`src/rtl/my_ram8.sv`:
```
// my_ram8 -- eight-word register file with a sequential clear engine.
//
// The 3-bit address steers the single load strobe to exactly one word
// register through an 8-way one-hot demux. The addressed word is read back
// combinationally. A clear request starts a sweep that zeroes one word per
// cycle (word0 first, word7 last), then pulses clr_done for one cycle.
// Writes are accepted only while the engine is idle.
//
// Parameters:
//   WIDTH       data word width in bits (default 16)
//
// Ports:
//   clk         rising-edge clock
//   reset       asynchronous active-high reset (words, counter, FSM)
//   in          write data
//   load        write strobe for word[address]
//   address     word select for write and read
//   out         read data, word[address] (combinational)
//   clr_req     request a full clear sweep, level-sampled in IDLE only
//   busy        high while the clear sweep is running
//   clr_done    one-cycle pulse when the sweep finishes
//
// Optional feature, macro MY_RAM8_PARITY_EN:
//   par_inject  when 1 during a write, the stored parity bit is inverted
//   parity_err  ^word[address] ^ par[address] (combinational)
module my_ram8 #(
  parameter int WIDTH = 16
) (
  input  logic             clk,
  input  logic             reset,
  input  logic [WIDTH-1:0] in,
  input  logic             load,
  input  logic [2:0]       address,
  output logic [WIDTH-1:0] out,
  input  logic             clr_req,
  output logic             busy,
  output logic             clr_done
`ifdef MY_RAM8_PARITY_EN
  ,
  input  logic             par_inject,
  output logic             parity_err
`endif
);

  typedef enum logic [1:0] {
    IDLE  = 2'd0,
    CLEAR = 2'd1,
    DONE  = 2'd2
  } state_t;

  state_t           state_reg;
  logic [2:0]       cnt_reg;
  logic             busy_reg;
  logic             clr_done_reg;

  logic [WIDTH-1:0] word_reg [8];
  logic [7:0]       load_sel;
  logic [7:0]       clr_sel;
  logic             wr_allowed;
  logic             clr_active;

  // Writes are dropped (not queued) outside IDLE.
  assign wr_allowed = (state_reg == IDLE);
  assign clr_active = (state_reg == CLEAR);

  // Controller: registered busy/clr_done so both are glitch-free.
  always_ff @(posedge clk or posedge reset) begin
    if (reset) begin
      state_reg    <= IDLE;
      cnt_reg      <= 3'd0;
      busy_reg     <= 1'b0;
      clr_done_reg <= 1'b0;
    end else begin
      case (state_reg)
        IDLE: begin
          clr_done_reg <= 1'b0;
          if (clr_req) begin
            state_reg <= CLEAR;
            cnt_reg   <= 3'd0;
            busy_reg  <= 1'b1;
          end
        end
        CLEAR: begin
          // cnt wraps 7->0 here, harmless because we leave CLEAR at 7.
          cnt_reg <= cnt_reg + 3'd1;
          if (cnt_reg == 3'd7) begin
            state_reg    <= DONE;
            busy_reg     <= 1'b0;
            clr_done_reg <= 1'b1;
          end
        end
        DONE: begin
          state_reg    <= IDLE;
          clr_done_reg <= 1'b0;
        end
        default: begin
          state_reg    <= IDLE;
          busy_reg     <= 1'b0;
          clr_done_reg <= 1'b0;
        end
      endcase
    end
  end

  assign busy     = busy_reg;
  assign clr_done = clr_done_reg;

  // One-hot demux of the load strobe and of the sweep pointer.
  generate
    for (genvar gi = 0; gi < 8; gi++) begin : g_sel
      assign load_sel[gi] = load && wr_allowed && (address == 3'(gi));
      assign clr_sel[gi]  = clr_active && (cnt_reg == 3'(gi));
    end
  endgenerate

  // Word registers: flops rather than block RAM, since reset must clear
  // every word asynchronously.
  generate
    for (genvar gi = 0; gi < 8; gi++) begin : g_word
      always_ff @(posedge clk or posedge reset) begin
        if (reset) begin
          word_reg[gi] <= '0;
        end else if (clr_sel[gi]) begin
          word_reg[gi] <= '0;
        end else if (load_sel[gi]) begin
          word_reg[gi] <= in;
        end
      end
    end
  endgenerate

  assign out = word_reg[address];

`ifdef MY_RAM8_PARITY_EN
  logic [7:0] par_reg;

  // Even parity: the stored bit equals the XOR of the data bits, so a
  // zero word with a zero parity bit is consistent after reset/clear.
  generate
    for (genvar gi = 0; gi < 8; gi++) begin : g_par
      always_ff @(posedge clk or posedge reset) begin
        if (reset) begin
          par_reg[gi] <= 1'b0;
        end else if (clr_sel[gi]) begin
          par_reg[gi] <= 1'b0;
        end else if (load_sel[gi]) begin
          par_reg[gi] <= (^in) ^ par_inject;
        end
      end
    end
  endgenerate

  assign parity_err = (^word_reg[address]) ^ par_reg[address];
`endif

endmodule

```
`config.mk`:
```
export PLATFORM = sky130hd
export DESIGN_NAME = my_ram8
export DESIGN_NICKNAME = d
export VERILOG_FILES = /design/src/rtl/my_ram8.sv
export SDC_FILE = /design/constraint.sdc
export NUM_CORES = 1
export LEC_CHECK = 0
export ABC_AREA = 1
export BUFFER_PORTS_ARGS = -buffer_cell sky130_fd_sc_hd__buf_2
export CAP_MARGIN = 20
export CORE_ASPECT_RATIO = 1.5
export CORE_UTILIZATION = 58
export DETAILED_ROUTE_END_ITERATION = 10
export GPL_ROUTABILITY_DRIVEN = 0
export PLACE_DENSITY_LB_ADDON = 0.25
export SLEW_MARGIN = 20
export SYNTH_ARGS = -nofsm -noshare
export SYNTH_HDL_FRONTEND = slang
export SYNTH_SLANG_ARGS = --single-unit
```
`constraint.sdc`:
```
create_clock -name clk -period 6 [get_ports clk]
set_clock_uncertainty 0.15 [all_clocks]
set_input_delay 0.6 -clock clk [delete_from_list [all_inputs] [get_ports clk]]
set_output_delay 0.6 -clock clk [all_outputs]
set_load 0.05 [all_outputs]
```
# Word-level counts from Yosys, hierarchy flattened
# Index checks and enable logic that the tools add are counted.
# Widths: inputs -> output; s select.
# op_classes
add_sub_neg	1
magnitude_cmp	1
n_eq_ne	18
muxes	29
bitwise	2
reduce_logical	32
# ops
cell	n
$mux 16	18
$bmux 16 s3	1
$eq 3x3->1 const B	8
$reduce_bool 2->1	9
$logic_and 1x1->1	17
$eq 3x2->1 const B	4
$eq 3x1->1 const B	2
$logic_not 3->1	2
$pmux 3 s2	1
$ge 4x4->1 const B	1
$mux 1	4
$mux 2	2
$not 3->4	1
$pmux 2 s2	1
$reduce_and 2->1	2
$add 3x1->3 const B	1
$mux 3	1
$pmux 1 s3	1
$reduce_and 3->1	1
$eq 2x1->1 const B	1
$eq 2x2->1 const B	1
$logic_not 2->1	1
$ne 2x1->1 const B	1
$ne 2x2->1 const B	1
$not 1->1	1
# word_totals
regBits	135
input_bits	23
output_inout_bits	18
elab_cells	95

# Logic depth before layout (Yosys ltp)
# Gate-level depths: netlist of run 1.
# depth
depth_word	5
ltp_mapped	9
depth_no_buf	7

# Worst setup path after synthesis of run 1
# No wires, ideal clock.
# synth_path
path_kind	in2out
from	in address[2]
to	out out[10]
arrival_time_ns	1.612
required_time_ns	5.250
setup_slack_ns	3.638
cell_stages	5
n_path_buf	2
path_cell_list	buf_4 > inv_2 > clkbuf_1 > nand2_1 > nand2_1
# synth_between
elab_chain_len	4
# synth_lines
item	line_no	source
from (decl)	33	input logic [2:0] address,
$not 3->4 (implied by the code)	132	assign out = word_reg[address];
$bmux 16 s3	132	
$mux 16 (implied by the code) (2 in a row)	132	
to (decl)	34	output logic [WIDTH-1:0] out,
# No other way between the ends. The select of a mux whose other input is x is not followed.

# Final worst setup path of run 1
# layout_path
from	in address[1]
to	out out[10]
# The elaborated chain is that of the path after synthesis.

==> flow_metrics.env, run 1 <==
export IMPL_clk_path_buf_depth=2
export IMPL_clk_latency_ps=420
export IMPL_final_setup_tns_ps=0
export IMPL_hold_ws_ps=134
export IMPL_drt_pre_antenna_iters=7
export IMPL_syn_mean_instance_area_sq_um=7.33
export IMPL_cts_resized=0
export IMPL_drt_iter0_drc=669
export IMPL_end_kind="output port"
export IMPL_rsz0062_at_grt="false"
export IMPL_finalHoldViolations=0
export IMPL_path_common_cell="nand2_1"
export IMPL_ys_top_cells_by_area="dfrtp_1 (46%), nand2_1 (28%), nand3_1 (12%), buf_2 (2.8%), nand3_2 (1.4%)"
export IMPL_num_vias=6654
export IMPL_yosys_warnings=0
export IMPL_dp_cells=1123
export IMPL_grt_first_pass_wirelength_um=32800
export IMPL_drive_gt1_share_pct=11.4
export IMPL_rows=49
export IMPL_multi_input_area_sq_um=3390
export IMPL_synth_top_area_share_pct=46.1
export IMPL_layout_nets=1019
export IMPL_synth_top_area_cell="dfrtp_1"
export IMPL_cp_start_kind="primary input"
export IMPL_grt_start_max_net_pins=79
export IMPL_mostFrequentLayoutCells="nand2_1 (553), nand3_1 (174), dfrtp_1 (135)"
export IMPL_arrival_ps=2590
export IMPL_p_leak_nw=4.66
export IMPL_start_util_pct=60.3
export IMPL_cts_sinks=135
export IMPL_reg2reg_setup_slack_ps=3410
export IMPL_grtUsageTotal_pct=33.1
export IMPL_period_share_pct=55.6
export IMPL_cts_made_buffers=17
export IMPL_ant_nets=0
export IMPL_fillers=1057
export IMPL_grt_pass1_vias=6342
export IMPL_place_ws_ps=2730
export IMPL_relSlewSlack_pct=42.0
export IMPL_ioPinCount=41
export IMPL_final_common_cell="nand2_1"
export IMPL_worst_slew_pin_slew_ps=867
export IMPL_finalCriticalPeriod_ps=3340
export IMPL_power_w=0.00384
export IMPL_dp_hpwl_um=12000
export IMPL_cp_max_fo=36
export IMPL_setup_viol=0
export IMPL_path_class="in -> out"
export IMPL_ir_worst_vdd_uv=349
export IMPL_drc=0
export IMPL_ys_ff_latch=135
export IMPL_largest_register_ffs=128
export IMPL_hold_class="in -> async"
export IMPL_seq_area_frac_synth_pct=46.1
export IMPL_seq_area_sq_um=3380
export IMPL_port_buffers=40
export IMPL_fp_dieH_um=140
export IMPL_cts_hold_buf=0
export IMPL_cp_slowest_cell="clkinv_2"
export IMPL_drv_slew=0
export IMPL_outcome="finished, final reports clean"
export IMPL_antenna_found_initial=0
export IMPL_area_growth_syn_to_layout_pct=8.85
export IMPL_grt_overflow=0
export IMPL_synthesis_nets=1028
export IMPL_htree_levels=4
export IMPL_routed_wl_um=20000
export IMPL_final_cells=1156
export IMPL_synth_distinct_cells=26
export IMPL_netlist_area_sq_um=7320
export IMPL_finalWorstSetupSlack_ps=2660
export IMPL_cts_setup_buffers=0
export IMPL_core_sq_um=12100
export IMPL_required_ps=5250
export IMPL_synth_cells=999
export IMPL_chipWidth_um=93.8
export IMPL_cts_clk_slew_worst_paths_ps=60
export IMPL_root_buffer="clkbuf_16"
export IMPL_powerDensity_nw_per_um2=482
export IMPL_avgViaCountPerCell=5.76
export IMPL_cp_cell_sequence="buf_2, clkinv_2, nand2_1, nand2_1, nand2_1, nand2_1, buf_2"
export IMPL_drv_cap=0
export IMPL_cpPeakStageDelay_ps=690
export IMPL_wire_per_inst_um=17.3
export IMPL_die_area_sq_um=13100
export IMPL_tritoncts="yes"
export IMPL_fmax_mhz=300
export IMPL_antennaDiodeCount=0
==> cell usage after synthesis <==
cell type,instances
nand2_2,4
nand3_2,10
inv_4,1
buf_4,12
a21oi_1,1
o22ai_1,1
ha_1,6
buf_6,8
inv_2,5
nand2_8,2
nor2_8,1
buf_2,41
nand2_1,553
clkbuf_1,7
nor2_4,5
inv_6,2
buf_1,1
nor2_2,1
clkinv_2,1
buf_12,3
inv_1,9
nand2_4,6
nor2_1,7
o21ai_0,3
dfrtp_1,135
nand3_1,174
==> final cells by class <==
type	instances	area share, %
multi-input combinational	774	42.5
tap	153	2.40
clock buffer	20	5.73
clock inverter	12	2.79
timing repair buffer	44	3.14
sequential	135	42.4
inverter	18	1.05
==> path summary, 6_finish.rpt <==
| path | to | from | depth (start not counted) |
|---|---|---|---|
| min reg2reg | word_reg[125] | word_reg[125] | 2 |
| max in group asynchronous | word_reg[91] | reset | 4 |
| min | word_reg[21] | reset | 2 |
| max | out[10] | address[1] | 7 |
| max reg2reg | word_reg[65] | state_reg[0] | 7 |
| min in group clk | state_reg[0] | clr_req | 3 |
==> routing by layer <==
layer	track usage, %	vias to the layer above	part of all wire (%)
li1	-	3116	-
met1	43.6	3160	40
met2	52.7	326	49
met3	6.99	52	7.9
met4	14.0	0	3.2
met5	0	-	0
==> where the power goes <==
| part | total, W | switching (W) | internal, W |
|---|---|---|---|
| registers | 0.00147 | 0.000201 | 0.00127 |
| clock network | 0.00121 | 0.000404 | 0.000801 |
| logic | 0.00117 | 0.000817 | 0.000353 |
| total | 0.00384 | 0.00142 | 0.00242 |
==> per-stage QoR <==
stage | area (sq um) | utilization, %
3_3_place_gp | 7270 | 59.9
5_1_grt | 7970 | 65.7
4_1_cts | 7950 | 65.5
6_report | 7970 | 65.7
2_1_floorplan | 7320 | -
3_5_place_dp | 7270 | 59.9
==> logic make-up (layout without fill, tap and decap cells) <==
kind of cell / Yosys count / after routing / share of synthesized area [%]
simple gates: 763 / 763 / 44.9
flops: 135 / 135 / 46.1
buf+inv: 90 / 94 / 7.60
compound gates: 5 / 5 / 0.359
fa+ha+maj: 6 / 6 / 1.02
==> critical path, delay by kind of cell <==
kind | cells | cell delay, ps
buffers and inverters | 3 | 1520
AND/OR/NAND/NOR | 4 | 430
No activity file was read; power rests on OpenSTA's default activity.
==> run 2: changes to the inputs <==
==> constraint.sdc (replaced) <==
create_clock -name clk -period 3.1 [get_ports clk]
set_clock_uncertainty 0.15 [all_clocks]
set_input_delay 0.31 -clock clk [delete_from_list [all_inputs] [get_ports clk]]
set_output_delay 0.31 -clock clk [all_outputs]
set_load 0.05 [all_outputs]
==> run 2 against run 1 <==
Effect of this change:
- die area is the same
- setup slack lost 2000 ps
- sequential power up 95%
==> flow_metrics.env, run 2 (synthesized netlist as in run 1, its figures left out) <==
export IMPL_ant_nets=0
export IMPL_powerDensity_nw_per_um2=926
export IMPL_cp_slowest_cell="clkinv_2"
export IMPL_finalHoldViolations=0
export IMPL_antenna_found_initial=0
export IMPL_drt_iter0_drc=594
export IMPL_pwr_share_comb_pct=30.8
export IMPL_end_kind="output port"
export IMPL_port_buffers=40
export IMPL_core_sq_um=12100
export IMPL_chipWidth_um=93.8
export IMPL_setup_viol=0
export IMPL_path_class="in -> out"
export IMPL_clk_latency_ps=420
export IMPL_final_setup_tns_ps=0
export IMPL_grt_first_pass_wirelength_um=33400
export IMPL_path_common_cell="nand2_1"
export IMPL_path_buf_inv=3
export IMPL_cp_max_fo=35
export IMPL_die_area_sq_um=13100
export IMPL_cp_start_kind="primary input"
export IMPL_wire_per_inst_um=17.6
export IMPL_grt_pass1_vias=6443
export IMPL_avgViaCountPerCell=5.81
export IMPL_final_common_cell="nand2_1"
export IMPL_cts_sinks=135
export IMPL_ir_worst_vdd_uv=669
export IMPL_clk_path_buf_depth=2
export IMPL_path_depth=7
export IMPL_antennaDiodeCount=0
export IMPL_drt_pre_antenna_iters=5
export IMPL_hold_class="in -> reg"
export IMPL_drv_cap=0
export IMPL_drive_gt1_share_pct=11.9
export IMPL_crit_path_end="out[15]"
export IMPL_required_ps=2640
export IMPL_htree_levels=4
export IMPL_tritoncts="yes"
export IMPL_outcome="finished, final reports clean"
export IMPL_cpPeakStageDelay_ps=570
export IMPL_rows=49
export IMPL_cts_clk_slew_worst_paths_ps=60
export IMPL_clkPwrFrac_pct=30.8
export IMPL_power_internal_w=0.00467
export IMPL_grtUsageTotal_pct=33.6
export IMPL_mostFrequentLayoutCells="nand2_1 (553), nand3_1 (174), dfrtp_1 (135)"
export IMPL_rsz0062_at_grt="false"
export IMPL_finalCriticalPeriod_ps=2430
export IMPL_grt_start_max_net_pins=68
export IMPL_p_sw_share_pct=37.3
export IMPL_cp_cell_sequence="buf_2, clkinv_2, nand2_1, nand2_1, nand2_1, nand2_1, buf_2"
export IMPL_drc=0
export IMPL_reg2reg_depth=4
export IMPL_critPathLaunch="address[1]"
export IMPL_reg2reg_setup_slack_ps=790
export IMPL_routed_wl_um=20400
export IMPL_ioPinCount=41
export IMPL_num_vias=6763
export IMPL_period_share_pct=78.3
export IMPL_cp_top_family="buffers and inverters"
export IMPL_fmax_mhz=412
export IMPL_r2r_end="word_reg[103]"
export IMPL_p_sw_w=0.00278
export IMPL_grt_overflow=0
export IMPL_p_leak_nw=4.69
export IMPL_largest_register_ffs=128
export IMPL_layout_nets=1027
export IMPL_finalWorstSetupSlack_ps=673
export IMPL_seq_power_share_pct=38.3
export IMPL_relSlewSlack_pct=43.8
export IMPL_hold_ws_ps=63.6
export IMPL_cts_setup_buffers=0
export IMPL_fp_dieH_um=140
export IMPL_start_util_pct=60.3
export IMPL_area_growth_syn_to_layout_pct=9.86
export IMPL_arrival_ps=1970
export IMPL_place_ws_ps=713
export IMPL_cts_made_buffers=17
export IMPL_dp_hpwl_um=12400
export IMPL_r2r_start="state_reg[1]"
export IMPL_worst_slew_pin_slew_ps=840
export IMPL_drv_slew=0
export IMPL_root_buffer="clkbuf_16"
## run 2: changes by cell type in the layout (fill, tap and decap cells not counted)
cell,change
buf_4,+4
buf_12,+3
clkinvlp_4,+2
dlygate4sd3_1,+2
buf_16,-1
clkbuf_8,-1
clkinv_2,+1
clkinv_4,-1
inv_4,-1
## run 2: per-stage QoR
| step | std cells | utilization, % | power (W) | cell area, sq um |
|---|---|---|---|---|
| 6_report | 1164 | 66.3 | 0.00745 | 8050 |
| 4_1_cts | 1164 | 66.3 | 0.00744 | 8050 |
| 3_5_place_dp | 1130 | 60.6 | 0.00512 | 7360 |
| 2_1_floorplan | 999 | - | 0.00463 | 7330 |
| 3_3_place_gp | 1130 | 60.6 | 0.00505 | 7360 |
| 5_1_grt | 1164 | 66.3 | 0.00788 | 8050 |
## run 2: worst min-delay path by stage
stage,to,depth (start not counted),startpoint
finish,word_reg[114],3,in[2]
global placement,word_reg[113],2,reset
detailed placement,word_reg[113],2,reset
CTS,word_reg[16],3,in[0]
floorplan,state_reg[0],2,clr_req
global route,word_reg[122],3,in[10]
## run 2: tightest hold or removal path: stages
cell,delay (ps)
buf_2,160
nand2_1,80
nand2_1,50
## run 2: routing by layer
metal | global-route usage [%] | routed length [um] | vias up
met4 | 16.0 | 680 | 0
met1 | 44.0 | 7970 | 3204
met2 | 53.0 | 10000 | 351
li1 | - | - | 3142
met3 | 7.16 | 1770 | 66
met5 | 0 | 0 | -
## run 2: area by class of cell
type / count / area [sq um]
timing repair buffer: 52 / 333
multi-input combinational: 774 / 3390
clock buffer: 19 / 443
fill: 1019 / 4090
sequential: 135 / 3380
tap: 153 / 191
clock inverter: 13 / 226
inverter: 18 / 85.1
## run 2: repair_timing
action | CTS | global route
setup endpoints to repair | 0 | 0
endpoints found under the hold margin | 29 | 0
hold buffers | 2 | 0
resized for setup | 0 | 0
## run 2: power by group through the flow
stage	Clock [W]	Sequential (W)	Combinational (W)
2_1_floorplan	0	0.00279	0.00184
3_3_place_gp	0	0.00283	0.00221
3_5_place_dp	0	0.00286	0.00226
4_1_cts	0.00231	0.00284	0.00229
5_1_grt	0.00238	0.00293	0.00257
6_report	0.00230	0.00286	0.00230
==> run 3: changes to the inputs <==
--- a/config.mk
+++ b/config.mk
@@ -9,7 +9,7 @@
 export BUFFER_PORTS_ARGS = -buffer_cell sky130_fd_sc_hd__buf_2
 export CAP_MARGIN = 20
 export CORE_ASPECT_RATIO = 1.5
-export CORE_UTILIZATION = 58
+export CORE_UTILIZATION = 56
 export DETAILED_ROUTE_END_ITERATION = 10
 export GPL_ROUTABILITY_DRIVEN = 0
 export PLACE_DENSITY_LB_ADDON = 0.25
==> constraint.sdc (replaced) <==
create_clock -name clk -period 2 [get_ports clk]
set_clock_uncertainty 0.15 [all_clocks]
set_input_delay 0.2 -clock clk [delete_from_list [all_inputs] [get_ports clk]]
set_output_delay 0.2 -clock clk [all_outputs]
set_load 0.05 [all_outputs]
==> run 3 against run 2 <==
Effect of this change:
- clock power is 44% higher
- combinational power is 59% higher
- highest routed layer unchanged
- largest power group unchanged
- setup slack worse by 490 ps
- utilization is 0.42 points lower
- cell count is 3.3% higher
- non-clock buffer count is 36 higher
- power is 53% higher
- sequential cell count stayed put
- largest cell class unchanged
- sequential share of layout area is 1.4 points lower
- critical path type is now reg -> out
- die area is 3.5% higher
- count of clock-buffer cells in the layout stayed put
- sequential power is 56% higher
==> flow_metrics.env, run 3 (synthesized netlist as in run 1, its figures left out) <==
export IMPL_outcome="finished, final reports clean"
export IMPL_cts_clk_slew_worst_paths_ps=60
export IMPL_chipWidth_um=95.4
export IMPL_antenna_found_initial=0
export IMPL_clkPwrFrac_pct=29.1
export IMPL_layout_nets=1063
export IMPL_p_sw_share_pct=37.9
export IMPL_powerDensity_nw_per_um2=1370
export IMPL_pwr_share_comb_pct=32.0
export IMPL_area_growth_syn_to_layout_pct=13.6
export IMPL_seq_power_share_pct=39.0
export IMPL_port_buffers=40
export IMPL_path_buf_inv=1
export IMPL_grt_overflow=0
export IMPL_tritoncts="yes"
export IMPL_cp_max_fo=2
export IMPL_cp_top_family="simple AND/OR/NAND/NOR gates"
export IMPL_start_util_pct=58.0
export IMPL_reg2reg_depth=7
export IMPL_rows=50
export IMPL_drc=0
export IMPL_routed_wl_um=21000
export IMPL_drv_cap=0
export IMPL_finalHoldViolations=0
export IMPL_avgViaCountPerCell=5.70
export IMPL_antennaDiodeCount=0
export IMPL_drt_iter0_drc=573
export IMPL_setup_viol=0
export IMPL_power_internal_w=0.00709
export IMPL_relSlewSlack_pct=67.7
export IMPL_clk_latency_ps=420
export IMPL_fp_dieH_um=142
export IMPL_fmax_mhz=551
export IMPL_design_area_sq_um=8320
export IMPL_p_sw_w=0.00433
export IMPL_worst_slew_pin_slew_ps=484
export IMPL_fillers=1124
export IMPL_r2r_end="word_reg[79]"
export IMPL_path_class="reg -> out"
export IMPL_r2r_start="state_reg[1]"
export IMPL_clk_path_buf_depth=2
export IMPL_htree_levels=4
export IMPL_dp_hpwl_um=13100
export IMPL_period_share_pct=90.7
export IMPL_final_common_cell="nand2_1"
export IMPL_hold_class="in -> reg"
export IMPL_rsz0062_at_grt="false"
export IMPL_ioPinCount=41
export IMPL_grt_first_pass_wirelength_um=33600
export IMPL_root_buffer="clkbuf_16"
export IMPL_path_depth=7
export IMPL_final_setup_tns_ps=0
export IMPL_power_w=0.0114
export IMPL_core_sq_um=12600
export IMPL_arrival_ps=1460
export IMPL_cpPeakStageDelay_ps=350
export IMPL_largest_register_ffs=128
export IMPL_path_common_cell="nand2_1"
export IMPL_grt_pass1_vias=6544
export IMPL_cp_start_kind="flop"
export IMPL_end_kind="output port"
export IMPL_cts_setup_buffers=0
export IMPL_required_ps=1650
export IMPL_drv_slew=0
export IMPL_cts_made_buffers=17
export IMPL_finalCriticalPeriod_ps=1810
export IMPL_cp_cell_sequence="nand2_1, nand2_1, nand2_1, nand2_1, nand2_1, nand2_1, buf_2"
export IMPL_reg2reg_setup_slack_ps=210
export IMPL_num_vias=6856
export IMPL_wire_per_inst_um=17.5
export IMPL_grtUsageTotal_pct=33.1
export IMPL_worstHoldStart="load"
export IMPL_ant_nets=0
export IMPL_cp_slowest_cell="dfrtp_1"
export IMPL_crit_path_end="out[0]"
export IMPL_drt_pre_antenna_iters=5
export IMPL_p_leak_nw=4.84
export IMPL_dpl_cell_area_sq_um=7520
export IMPL_die_area_sq_um=13600
export IMPL_ir_worst_vdd_uv=819
export IMPL_cts_sinks=135
export IMPL_critPathLaunch="word_reg[0]"
export IMPL_mostFrequentLayoutCells="nand2_1 (553), nand3_1 (174), dfrtp_1 (135)"
export IMPL_drive_gt1_share_pct=13.3
export IMPL_grt_start_max_net_pins=83
export IMPL_hold_ws_ps=124
run 3: final cells by class:
class,count,area (sq um),area share (%)
Clock buffer,19,443,5.32
Sequential cell,135,3380,40.6
Multi-Input combinational cell,774,3390,40.7
Tap cell,156,195,2.35
Timing Repair Buffer,88,656,7.88
Inverter,18,85.1,1.02
Clock inverter,12,176,2.12
run 3: what timing repair did:
item | CTS | global route
hold buffers | 18 | 0
hold endpoints to repair | 253 | 0
gates resized for setup | 0 | 0
run 3: stage by stage:
stage	setup WS (ps)	instances	utilization (%)
after detailed placement	256	1153	59.5
after CTS	193	1202	65.9
final	186	1202	65.9
after floorplan	-29.2	999	-
after global placement	287	1153	59.5
after global routing	94.5	1202	65.9
run 3: how the worst min path moves through the flow:
stage	to	slack, ps	cells past startpoint
global route	word_reg[53]	150	5
global placement	word_reg[85]	190	3
detailed placement	word_reg[85]	190	3
finish	word_reg[60]	120	5
floorplan	state_reg[0]	210	2
CTS	word_reg[58]	120	5
run 3: worst register-to-register path, cell delays in order (launching register included):
cell and delay, ps:
dfrtp_1 430, nor2_4 140, nand2_4 100, inv_4 210
nand2_2 180, inv_2 290, nand2_1 130, nand2_1 100
run 3: metal layers:
| layer | vias to the layer above | GRT usage (%) | share of wire [%] |
|---|---|---|---|
| li1 | 3202 | - | - |
| met1 | 3268 | 43.0 | 39 |
| met2 | 323 | 53.9 | 50 |
| met3 | 63 | 5.72 | 7.1 |
| met4 | 0 | 14.7 | 3.1 |
| met5 | - | 0 | 0 |
run 3: power groups by stage:
stage	combinational (W)	sequential, W	clock, W
floorplan	0.00285	0.00433	0
global placement	0.00349	0.00442	0
detailed placement	0.00359	0.00446	0
CTS	0.00364	0.00442	0.00333
global route	0.00408	0.00455	0.00346
finish	0.00365	0.00445	0.00332
